`src/rtl/freq_divider_pkg.sv`:
```
// freq_divider_pkg
//   Shared definitions for the integer clock divider.
//   - phase_e          : which half of the divided period the output is in.
//   - low_phase_len()  : number of clk_in cycles spent low per period.
//                        For odd divisors the spare cycle goes to the high phase.
package freq_divider_pkg;

    typedef enum logic {
        PHASE_LOW  = 1'b0,
        PHASE_HIGH = 1'b1
    } phase_e;

    function automatic int low_phase_len(input int divisor);
        return divisor / 2;
    endfunction

endpackage

```
`src/rtl/freq_divider.sv`:
```
// freq_divider
//   Parameterised integer clock divider. Produces a registered, glitch-free
//   square wave with a period of exactly DIVISOR clk_in cycles. The output is
//   low for floor(DIVISOR/2) cycles, then high for the rest of the period. A
//   one-cycle tick marks the last high cycle of each period. Fast-domain logic
//   can use tick as a clock enable instead of clocking from clk_out.
//
// Parameters
//   DIVISOR : clk_in cycles per clk_out period (2 <= DIVISOR < 2**WIDTH)
//   WIDTH   : counter width in bits
//
// Ports
//   clk_in  : input  system clock, all state changes on its rising edge
//   rst     : input  synchronous active-high reset
//   clk_out : output divided clock (registered)
//   tick    : output pulse on the final cycle of each clk_out period (registered)
module freq_divider
    import freq_divider_pkg::*;
#(
    parameter int DIVISOR = 12000,
    parameter int WIDTH   = 28
) (
    input  logic clk_in,
    input  logic rst,
    output logic clk_out,
    output logic tick
);

    // Out-of-range divisors have no defined behaviour; stop at elaboration.
    generate
        if (DIVISOR < 2 || longint'(DIVISOR) >= (64'sd1 <<< WIDTH)) begin : g_bad_divisor
            $error("freq_divider: DIVISOR must satisfy 2 <= DIVISOR < 2**WIDTH");
        end
    endgenerate

    localparam logic [WIDTH-1:0] TERMINAL = WIDTH'(DIVISOR - 1);
    localparam logic [WIDTH-1:0] LOW_LEN  = WIDTH'(low_phase_len(DIVISOR));

    logic [WIDTH-1:0] cnt;
    logic [WIDTH-1:0] cnt_next;
    phase_e           phase_next;
    logic             tick_next;

    // Outputs are computed from the next count so that registering them
    // keeps them aligned with the count value they describe, with no
    // combinational path from any input to any output.
    always_comb begin
        cnt_next   = '0;
        phase_next = PHASE_LOW;
        tick_next  = 1'b0;
        if (cnt != TERMINAL) begin
            cnt_next = cnt + WIDTH'(1);
        end
        if (cnt_next >= LOW_LEN) begin
            phase_next = PHASE_HIGH;
        end
        tick_next = (cnt_next == TERMINAL);
    end

    always_ff @(posedge clk_in) begin
        if (rst) begin
            cnt     <= '0;
            clk_out <= 1'b0;
            tick    <= 1'b0;
        end else begin
            cnt     <= cnt_next;
            clk_out <= (phase_next == PHASE_HIGH);
            tick    <= tick_next;
        end
    end

endmodule

```
`config.mk`:
```
export PLATFORM = sky130hd
export DESIGN_NAME = freq_divider
export DESIGN_NICKNAME = d
export VERILOG_FILES = /design/src/rtl/freq_divider_pkg.sv /design/src/rtl/freq_divider.sv
export SDC_FILE = /design/constraint.sdc
export NUM_CORES = 1
export LEC_CHECK = 0
export BUFFER_PORTS_ARGS = -buffer_cell sky130_fd_sc_hd__buf_2
export CAP_MARGIN = 20
export CORE_UTILIZATION = 50
export DETAILED_ROUTE_END_ITERATION = 8
export GPL_TIMING_DRIVEN = 0
export PLACE_DENSITY = 0.75
export REMOVE_ABC_BUFFERS = 1
export SYNTH_ARGS = -nofsm -noshare
export SYNTH_HDL_FRONTEND = slang
export SYNTH_SLANG_ARGS = --single-unit
```
`constraint.sdc`:
```
create_clock -name clk_in -period 3.2 [get_ports clk_in]
set_clock_uncertainty 0.05 [all_clocks]
set_input_delay 0.64 -clock clk_in [delete_from_list [all_inputs] [get_ports clk_in]]
set_output_delay 0.64 -clock clk_in [all_outputs]
set_load 0.02 [all_outputs]
```
==> results.md <==
* Reg2Reg Capture Point: tick$_SDFF_PP0_
* Max Cap Violations at 0
* Status: finished, final reports clean
* CTS Buf Count at 5
* Grt met3 use at 0.0693
* CORE AREA at 0.00334 mm^2
* DP HPWL at 2450 um
* Share of layout cells above drive strength 1 at 0.104
* CP Class: reg2reg
* Cells after Synth at 207
* Post-synthesis sequential element count at 30
* Worst Setup End Kind: flop
* Port bufs at 3
* Most used DFF post-synth: dfxtp_1
* DIE AREA at 0.00374 mm^2
* Clock Latency Late Sink at 340 ps
* Setup bufs post-CTS at 0
* Commonest cells after routing, fill and taps aside: nor2_1 (30), dfxtp_1 (30), xnor2_1 (18)
* Largest net degree at the start of global routing at 19
* Antenna Diode Count at 0
* Netlist cell types at 44
* Critical path arrival at 2900 ps
* M1 GR Usage at 0.277
* FF-to-FF path depth at 7
* Peak Freq at 373 MHz
* First-pass GRT wire length at 5530 um
* RePlAce Congestion at 0.860
* CTS H-tree depth at 2
* Leak Pwr at 0.000644 uW
* Number of global-route vias before repair at 1189
* Clock period minus final worst setup slack at 2680 ps
* Power Dens Cells at 351 mW/mm^2
* Drt via density at 5.65
* DRC violations left at 0
* Reg2Reg Setup Slack at 520 ps
* Starting DRT DRC Count at 51
* Critical path cell sequence: ha_1, nand3_2, nor4_2, xnor2_1, or4b_1, nor4_1, and4_1
* CTS tree: yes
* I/O pin count at 4
* Mapped cell area at 0.00175 mm^2
* Worst-margin pin slew at 570 ps
* Synth Area per Inst at 8.46 um^2
* Family with the most delay on the worst path: simple AND/OR/NAND/NOR gates
* Root Driver: clkbuf_4
* Final #Nets at 205
* Row cnt at 21
* Placed Instances at 240
* Total clock sinks at 30
* Synth warn at 0
* Slew Limit Headroom at 0.617
* Busiest grt layer: met2
* Worst-path fanout max at 7
* Initial antenna violation count at 0
* Final-report hold violation count at 0
* WL final at 3420 um
* VDD IR max at 0.000151 V
* Met2 usage in global routing at 0.306
* Beginning of the worst hold path: cnt[0]$_SDFF_PP0_
* CP max-delay cell: dfxtp_1
* Fraction of registers with async set/reset at 0
* Final Max Slew Viols at 0
* Hold Path Stages at 1
* Die Y-Extent at 61.2 um
* Crit path largest cell delay at 490 ps
* Non-Filler Instances at 248
* RSZ-0062 raised after global routing: false
* Post-route worst setup slack at 520 ps
* Area Growth Syn to Fin at 3.07%
* Post-synthesis sequential area ratio at 0.343
* Starting density of the core at 0.525
* Setup-failing EPs final at 0
* Drt pass-1 iters at 4
* Fin crit share at 0.838
* Grt total ovfl at 0
* Post-CTS sizing at 0
* TNS Setup at 0 ps
* Min-delay worst type: reg2reg
* Worst flop-to-flop path startpoint: cnt[0]$_SDFF_PP0_
* Die X at 61.2 um
* Total GRT Usage at 0.202
* Hold-fix buffers at CTS at 0
* DR WL/cell at 13.8 um
* Dpl ws at 609 ps
* Critical Path RT at 3420 ps
* DR vias at 1401
* Clock slew at reported path FFs at 100 ps
* Longest Clk Path Bufs at 2
* Hold Crit Endpoint: cnt[0]$_SDFF_PP0_
* Post-route ant nets at 0
* Critical path buffers and inverters at 0
* Post-synth EDFFs at 0
* Startpoint type of the worst setup path: flop
how the worst max path moves through the flow:
stage,start,depth (start not counted),to
after floorplan,cnt[0]$_SDFF_PP0_,7,tick$_SDFF_PP0_
after global placement,cnt[0]$_SDFF_PP0_,7,tick$_SDFF_PP0_
after detailed placement,cnt[0]$_SDFF_PP0_,7,tick$_SDFF_PP0_
after CTS,cnt[0]$_SDFF_PP0_,7,tick$_SDFF_PP0_
after global routing,cnt[0]$_SDFF_PP0_,7,tick$_SDFF_PP0_
final,cnt[0]$_SDFF_PP0_,7,tick$_SDFF_PP0_
metrics by stage:
| stage | instance area [um^2] | util | total power (uW) | hold WS, ps |
|---|---|---|---|---|
| after floorplan | 1670 | - | 400 | 440 |
| after global placement | 1740 | 0.523 | 407 | 470 |
| after detailed placement | 1740 | 0.523 | 407 | 483 |
| after CTS | 1800 | 0.541 | 640 | 507 |
| after global routing | 1800 | 0.541 | 659 | 548 |
| final | 1800 | 0.541 | 634 | 508 |
routing by layer:
metal  vias to the layer above  part of all wire
met1                       648              0.51
met3                         4             0.036
met2                        23              0.45
met4                         0             0.011
li1                        726                 -
met5                         -                 0
logic make-up after synthesis:
kind of cell	Yosys count	share of synthesized area
flip-flops	30	0.343
XOR/XNOR	30	0.150
multiplexers	2	0.0114
adder cells (fa/ha/maj)	2	0.0143
AND/OR/NAND/NOR	111	0.373
buffers and inverters	18	0.0493
AO/OA/AOI/OAI	14	0.0586
layout make-up:
| cell class | instances | area (um^2) |
|---|---|---|
| flip-flops and latches | 30 | 601 |
| well taps | 46 | 57.6 |
| clock buffers | 7 | 55.1 |
| repair buffers | 3 | 15.0 |
| fillers | 322 | 1530 |
| clock inverters | 1 | 5.00 |
| inverters | 2 | 7.51 |
| multi-input cells | 159 | 1060 |
registers in the layout, indices dropped and copies added, names as in the netlist:
signal and count:
tick 1, cnt 28, clk_out 1
power by group:
group	internal (uW)	total (uW)	switching [uW]	leakage, uW
combinational	4.64	15.1	10.4	0.000366
clock	106	236	129	0.0000353
sequential	376	383	6.63	0.000242
total	487	634	147	0.000644
cell usage after synthesis, drive strengths merged (4+ instances only):
cell | number | area share
nor4 | 12 | 0.062
and4 | 4 | 0.020
and3 | 6 | 0.021
nor3 | 8 | 0.029
dfxtp | 30 | 0.34
xor2 | 12 | 0.060
clkbuf | 7 | 0.015
nor2 | 30 | 0.064
xnor2 | 18 | 0.090
nand3 | 12 | 0.037
nand2 | 16 | 0.036
buf | 9 | 0.030
nand4 | 10 | 0.048
Note: power is estimated with default switching activity, not from simulation.
